File: src/rtl/fifo_write_logic.sv
// Write-domain control for the async packet FIFO: binary write address, Gray write pointer and registered full flag.
// Optional build macro FWL_OVERFLOW_CHECK_EN adds a simulation-only overflow monitor.
module fifo_write_logic #(
  parameter int PTR_SZ = 2
) (
  input  logic              clk,
  input  logic              rst,
  input  logic              winc,
  input  logic [PTR_SZ:0]   rq2_raddr,
  output logic              wfull,
  output logic              write_en,
  output logic [PTR_SZ-1:0] waddr,
  output logic [PTR_SZ:0]   waddr_gray,
  output logic              dbg_state,
  output logic [PTR_SZ:0]   dbg_raddr
);

  typedef enum logic {IDLE = 1'b0, FULL = 1'b1} state_e;

  state_e          state_q, state_d;
  logic [PTR_SZ:0] wbin_q, wbin_d;
  logic [PTR_SZ:0] wgray_q, wgray_d;
  logic            wfull_q, wfull_d;
  logic [PTR_SZ:0] full_cmp;
  logic [PTR_SZ:0] raddr;

  // Full when the next write pointer equals the read pointer with its top two Gray bits inverted.
  always_comb begin
    write_en = winc & ~wfull_q & rst;
    wbin_d   = wbin_q + {{PTR_SZ{1'b0}}, write_en};
    wgray_d  = wbin_d ^ (wbin_d >> 1);
    full_cmp = {~rq2_raddr[PTR_SZ:PTR_SZ-1], rq2_raddr[PTR_SZ-2:0]};
    wfull_d  = (wgray_d == full_cmp);
  end

  // Gray-to-binary of the synchronized read pointer, for visibility only.
  always_comb begin
    raddr = '0;
    for (int i = 0; i <= PTR_SZ; i++) begin
      raddr[i] = ^(rq2_raddr >> i);
    end
  end

  always_comb begin
    state_d = state_q;
    case (state_q)
      IDLE:    if (wfull_d)  state_d = FULL;
      FULL:    if (!wfull_d) state_d = IDLE;
      default: state_d = IDLE;
    endcase
  end

  always_ff @(posedge clk or negedge rst) begin
    if (!rst) begin
      wbin_q  <= '0;
      wgray_q <= '0;
      wfull_q <= 1'b0;
      state_q <= IDLE;
    end else begin
      wbin_q  <= wbin_d;
      wgray_q <= wgray_d;
      wfull_q <= wfull_d;
      state_q <= state_d;
    end
  end

  assign wfull      = wfull_q;
  assign waddr      = wbin_q[PTR_SZ-1:0];
  assign waddr_gray = wgray_q;
  assign dbg_state  = state_q;
  assign dbg_raddr  = raddr;

`ifdef FWL_OVERFLOW_CHECK_EN
  logic [PTR_SZ:0] occupancy;
  assign occupancy = wbin_q - raddr;

  always @(posedge clk) begin
    if (rst) begin
      if (winc && wfull_q)
        $display("overflow attempt at %0t", $time);
      if (occupancy > {1'b1, {PTR_SZ{1'b0}}})
        $error("occupancy %0d exceeds depth at %0t", occupancy, $time);
    end
  end
`endif

endmodule

File: config.mk
export PLATFORM = sky130hd
export DESIGN_NAME = fifo_write_logic
export DESIGN_NICKNAME = d
export VERILOG_FILES = /design/src/rtl/fifo_write_logic.sv
export SDC_FILE = /design/constraint.sdc
export NUM_CORES = 1
export LEC_CHECK = 0
export BUFFER_PORTS_ARGS = -buffer_cell sky130_fd_sc_hd__clkbuf_2
export CORE_AREA = 2 2 39 41
export CTS_BUF_LIST = sky130_fd_sc_hd__clkbuf_16
export DETAILED_ROUTE_END_ITERATION = 8
export DIE_AREA = 0 0 41 43
export RECOVER_POWER = 100
export SYNTH_ARGS = -nofsm -noshare
export SYNTH_HDL_FRONTEND = slang
export SYNTH_SLANG_ARGS = --single-unit
File: constraint.sdc
create_clock -name clk -period 1.56 [get_ports clk]
set_input_delay 0.468 -clock clk [delete_from_list [all_inputs] [get_ports clk]]
set_output_delay 0.468 -clock clk [all_outputs]
set_load 0.05 [all_outputs]
==> flow_summary.ini, run 1 <==
[die]
core_mm2 = 0.001384
rows = 14
ios = 17
die_y_um = 43
dieArea_mm2 = 0.001763
start_util = 0.2315
die_x_um = 41

[yosys]
syn_nets = 35
syn_avg_cell_area_um2 = 11.86
syn_area_um2 = 320.3
yosysSeqAreaShare = 0.4688
postSynthCellCount = 27
synth-seq-cells = 6
yosys_warnings = 0
ys_types = 12

[finish]
drive_gt1_frac = 0.6471
area_growth_pct = 100.4
fin_util = 0.4638
final_nets = 60
post-route-cell-area_um2 = 641.9
num_antenna_cells = 0

[detailed_routing]
wl_um = 599
via_count = 270
ant_nets = 0
remaining_drc_errors = 0
first_pass_iters = 1
via_per_inst = 4.030
drt_iter0_drc = 0
wl_per_cell_um = 8.940

[sta]
fin_skew_ns = 0.002745
worst_slew_pin_slew_ns = 0.2953
max-slew-margin-rel = 0.8031
finalSetupTns_ns = -0.3434
period_share = 1.110
drv_slew = 0
setup_viol = 2
max_freq_mhz = 577.4
rsz0062_at_grt = true
layout_min_cycle_time_ns = 1.732
setup_slack_ns = -0.1718
hold_violations = 0

[run]
drv_cap = 0

[setup_path]
cp-end-kind = primary output
max_stage_delay_ns = 0.27
reg2reg_from = dbg_state
cp-start-kind = primary input
required_ns = 1.09
crit_fanout = 3
crit_chain = buf_8 -> nor2b_4 -> or2_4 -> xor2_4 -> buf_8
crit_path_start = rq2_raddr[1]
cp-endpoint = dbg_raddr[0]
reg2reg_to = dbg_state
rrSetupSlack_ns = 0.05
critPathMostFrequentCell = buf_8
rr_worst_depth = 6
critPathSlowestCell = or2_4
crit_type = in -> out
arrival_ns = 1.26

[power_and_ir_drop]
powerDensity_mw_per_mm2 = 2374
cellLeakagePower_nw = 0.3130
ir_worst_vdd_mv = 0.7048

[clock_network]
cts_tree = built
h-tree-depth = 1
numCtsBuffers = 3
clk-insertion-delay-late_ns = 0.23
root_buffer = clkbuf_16
clkSinkCount = 6
clk_pin_slew_ns = 0.03
cts_hold_buf = 0
clock_path_buffers = 2

[min_path]
hold_path.class = in -> async

[place]
place_congestion = 0.5900
placed_area_um2 = 501.7
port-buffer-count = 16

[global_routing]
top_usage_layer = met4
grt-ovfl-total = 0
grt_util_met2 = 0.1219
grt_antenna_before_repair = 0
grt_max_degree = 7
grtUsageTotal = 0.09726
globalRouteMet3Util = 0.04712
grt_pass1_wl_um = 993
grt_pass1_vias = 267
grtUsageMet1 = 0.08940

[status]
violations = negative setup slack
status = complete, but fails checks
flip-flops by register name, indices dropped and copies added, names as in the netlist:
signal / count
wbin_q: 3
waddr_gray: 2
dbg_state: 1
cells in the final DEF (no fill, tap or decap):
master,n
buf_4,4
buf_8,2
clkbuf_1,2
clkbuf_16,4
clkbuf_2,11
clkbuf_4,1
clkbuf_8,1
dfrtp_1,5
dfrtp_2,1
ha_1,1
ha_4,1
inv_1,1
mux2i_1,2
nand2_1,3
nor2_1,1
nor2_4,1
nor2b_4,2
o2bb2ai_2,1
or2_2,1
or2_4,1
xor2_1,3
xor2_4,2
cells by family after synthesis:
kind of cell    after synthesis  share of synthesized area
simple gates                  9                     0.1367
flops                         6                     0.4687
xor+xnor                      5                     0.1602
buf+inv                       2                    0.04686
mux                           2                    0.06250
fa+ha+maj                     2                    0.07811
compound gates                1                    0.04686
critical path, delay by kind of cell:
family                    cells  cell delay (ns)
xor gates and xnor gates      1             0.16
buffers and inverters         2             0.25
and+or+nand+nor               2             0.39
metrics by stage:
| step | cells | hold slack, ns | worst slack [ns] | power (mW) |
|---|---|---|---|---|
| floorplan | 27 | 0.1724 | -0.2740 | 0.9589 |
| global placement | 61 | 0.3940 | -0.3296 | 1.094 |
| detailed placement | 61 | 0.3921 | -0.3285 | 1.099 |
| CTS | 67 | 0.1565 | -0.2101 | 1.545 |
| global route | 67 | 0.2635 | -0.1979 | 1.626 |
| finish | 67 | 0.2065 | -0.1718 | 1.523 |
where the power goes:
| group | switching (mW) | internal (mW) |
|---|---|---|
| Combinational | 0.550 | 0.252 |
| Clock | 0.0824 | 0.332 |
| Sequential | 0.0632 | 0.243 |
| Total | 0.696 | 0.827 |
cell type report:
type / instances / area [um^2]
Fill cell: 142 / 742.0
Multi-Input combinational cell: 19 / 222.7
Timing Repair Buffer: 22 / 168.9
Sequential cell: 6 / 151.4
Clock buffer: 3 / 75.07
Tap cell: 16 / 20.02
Clock inverter: 1 / 3.754
metal layers:
layer  share of wire  up-vias
met5               0        -
met4           0.018        0
met3            0.10        2
met2            0.49       18
met1            0.39      119
li1                -      131
worst min-delay path by stage:
stage | slack, ns | end | cells past startpoint
5_1_grt | 0.26 | wbin_q[0] | 2
2_1_floorplan | 0.17 | dbg_state | 0
4_1_cts | 0.16 | waddr_gray[0] | 2
3_3_place_gp | 0.39 | wbin_q[0] | 2
6_report | 0.21 | waddr_gray[0] | 2
3_5_place_dp | 0.39 | waddr_gray[0] | 2
cells in the mapped netlist, drive strengths merged:
master | count | area (um^2)
mux2i | 2 | 20.02
buf | 2 | 15.01
ha | 2 | 25.02
dfrtp | 6 | 150.1
nor2 | 2 | 7.510
o2bb2ai | 1 | 15.01
nand2 | 3 | 11.26
nor2b | 2 | 12.51
xor2 | 5 | 51.30
or2 | 2 | 12.52
repair_timing:
| item | 4_1_cts | 5_1_grt |
|---|---|---|
| cloned | 0 | 0 |
| resized for setup | 8 | 5 |
| endpoints found under the setup margin | 2 | 3 |
| setup buffers | 2 | 0 |
| pin swaps | 2 | 1 |
Power figures use the tool's default switching activity.
==> run 2: changes to the inputs <==
--- a/config.mk
+++ b/config.mk
@@ -11,6 +11,8 @@
 export DETAILED_ROUTE_END_ITERATION = 8
 export DIE_AREA = 0 0 41 43
 export RECOVER_POWER = 100
+export REMOVE_ABC_BUFFERS = 1
+export SKIP_CTS_REPAIR_TIMING = 1
 export SYNTH_ARGS = -nofsm -noshare
 export SYNTH_HDL_FRONTEND = slang
 export SYNTH_SLANG_ARGS = --single-unit
==> run 2 against run 1 <==
- worst setup slack got worse by 0.026 ns
- the run still ends with negative setup slack left
- first-iteration DRC count is the same
- clock-buffer cell count unchanged
- sequential cell count did not move
- critical path depth unchanged
- highest routed layer unchanged
==> flow_summary.ini, run 2 (same netlist as run 1, synthesis figures left out) <==
[run]
drv_cap = 0

[clock_network]
cts_tree = built
root_buffer = clkbuf_16
h-tree-depth = 1
clk_pin_slew_ns = 0.03
clk-insertion-delay-late_ns = 0.23
clock_path_buffers = 2
clkSinkCount = 6
numCtsBuffers = 3

[finish]
regMostFlops = wbin_q
final_nets = 62
fin_util = 0.4421
mostFrequentLayoutCell = clkbuf_2
mostFrequentLayoutCells = clkbuf_2, dfrtp_1, buf_4
area_growth_pct = 91.02
num_antenna_cells = 0
largest_reg_flops = 3
drive_gt1_frac = 0.6346

[die]
start_util = 0.2315
dieArea_mm2 = 0.001763
rows = 14
ios = 17
core_mm2 = 0.001384
die_y_um = 43
die_x_um = 41

[sta]
setup_viol = 4
worst_slew_pin_slew_ns = 0.2898
max_freq_mhz = 568.9
drv_slew = 0
layout_min_cycle_time_ns = 1.758
hold_violations = 0
period_share = 1.127
rsz0062_at_grt = true
setup_slack_ns = -0.1978
max-slew-margin-rel = 0.8068
fin_skew_ns = 0.0007455
finalSetupTns_ns = -0.3709

[setup_path]
crit_fanout = 3
arrival_ns = 1.29
cp-start-kind = primary input
cp-end-kind = primary output
crit_type = in -> out
required_ns = 1.09

[power_and_ir_drop]
finalPower_mw = 1.538
ir_worst_vdd_mv = 0.6565
powerDensity_mw_per_mm2 = 2514
cellLeakagePower_nw = 0.3049

[place]
dp_slack_ns = -0.2869
port-buffer-count = 16
place_congestion = 0.5911
hpwlAfterDp_um = 478.2

[detailed_routing]
wl_um = 606
via_per_inst = 4.015
ant_nets = 0
first_pass_iters = 1
wl_per_cell_um = 8.912
drt_iter0_drc = 0
remaining_drc_errors = 0
via_count = 273

[status]
status = complete, but fails checks
violations = negative setup slack

[global_routing]
grt_pass1_vias = 243
grt-ovfl-total = 0
grtUsageTotal = 0.07871
grt_antenna_before_repair = 0
grt_max_degree = 7
grt_pass1_wl_um = 897

[min_path]
hold_path.class = in -> async
## run 2: critical path: stages
cell and delay [ns]:
buf_8 0.10, nor2b_4 0.12, or2_4 0.26, xor2_2 0.17, buf_6 0.17
## run 2: path summary, 6_finish.rpt
check	start	end	slack (ns)	depth (start not counted)
setup / recovery	rq2_raddr[1]	dbg_raddr[0]	-0.20	5
hold / removal	rst	waddr_gray[0]	0.23	2
setup reg to reg	dbg_state	dbg_state	-0.06	6
hold reg to reg	wbin_q[1]	wbin_q[1]	0.65	1
max in group asynchronous	rst	wbin_q[2]	1.11	2
min in group clk	rq2_raddr[0]	dbg_state	0.61	4
## run 2: final cells by class
cell class / count / area (um^2)
Clock buffer: 3 / 75.07
Fill cell: 129 / 772.0
Multi-Input combinational cell: 19 / 206.4
Sequential cell: 6 / 150.1
Tap cell: 16 / 20.02
Timing Repair Buffer: 24 / 160.2
## run 2: power breakdown
group	switching (mW)	internal, mW	total [mW]
logic	0.562	0.271	0.833
registers	0.0572	0.241	0.298
clock network	0.0793	0.328	0.408
## run 2: routing by layer
layer,track usage,vias up,wire length (um)
met2,0.1250,18,302
met1,0.07516,118,219
met5,0,-,0
li1,-,135,-
met4,0.06000,0,19
met3,0.03141,2,64
## run 2: through the flow
step,instances,hold WS [ns],area [um^2]
finish,68,0.2277,611.8
global route,68,0.2792,611.8
CTS,67,0.1424,533.0
detailed placement,64,0.3787,457.9
global placement,64,0.3805,457.9
floorplan,25,0.1724,305.3
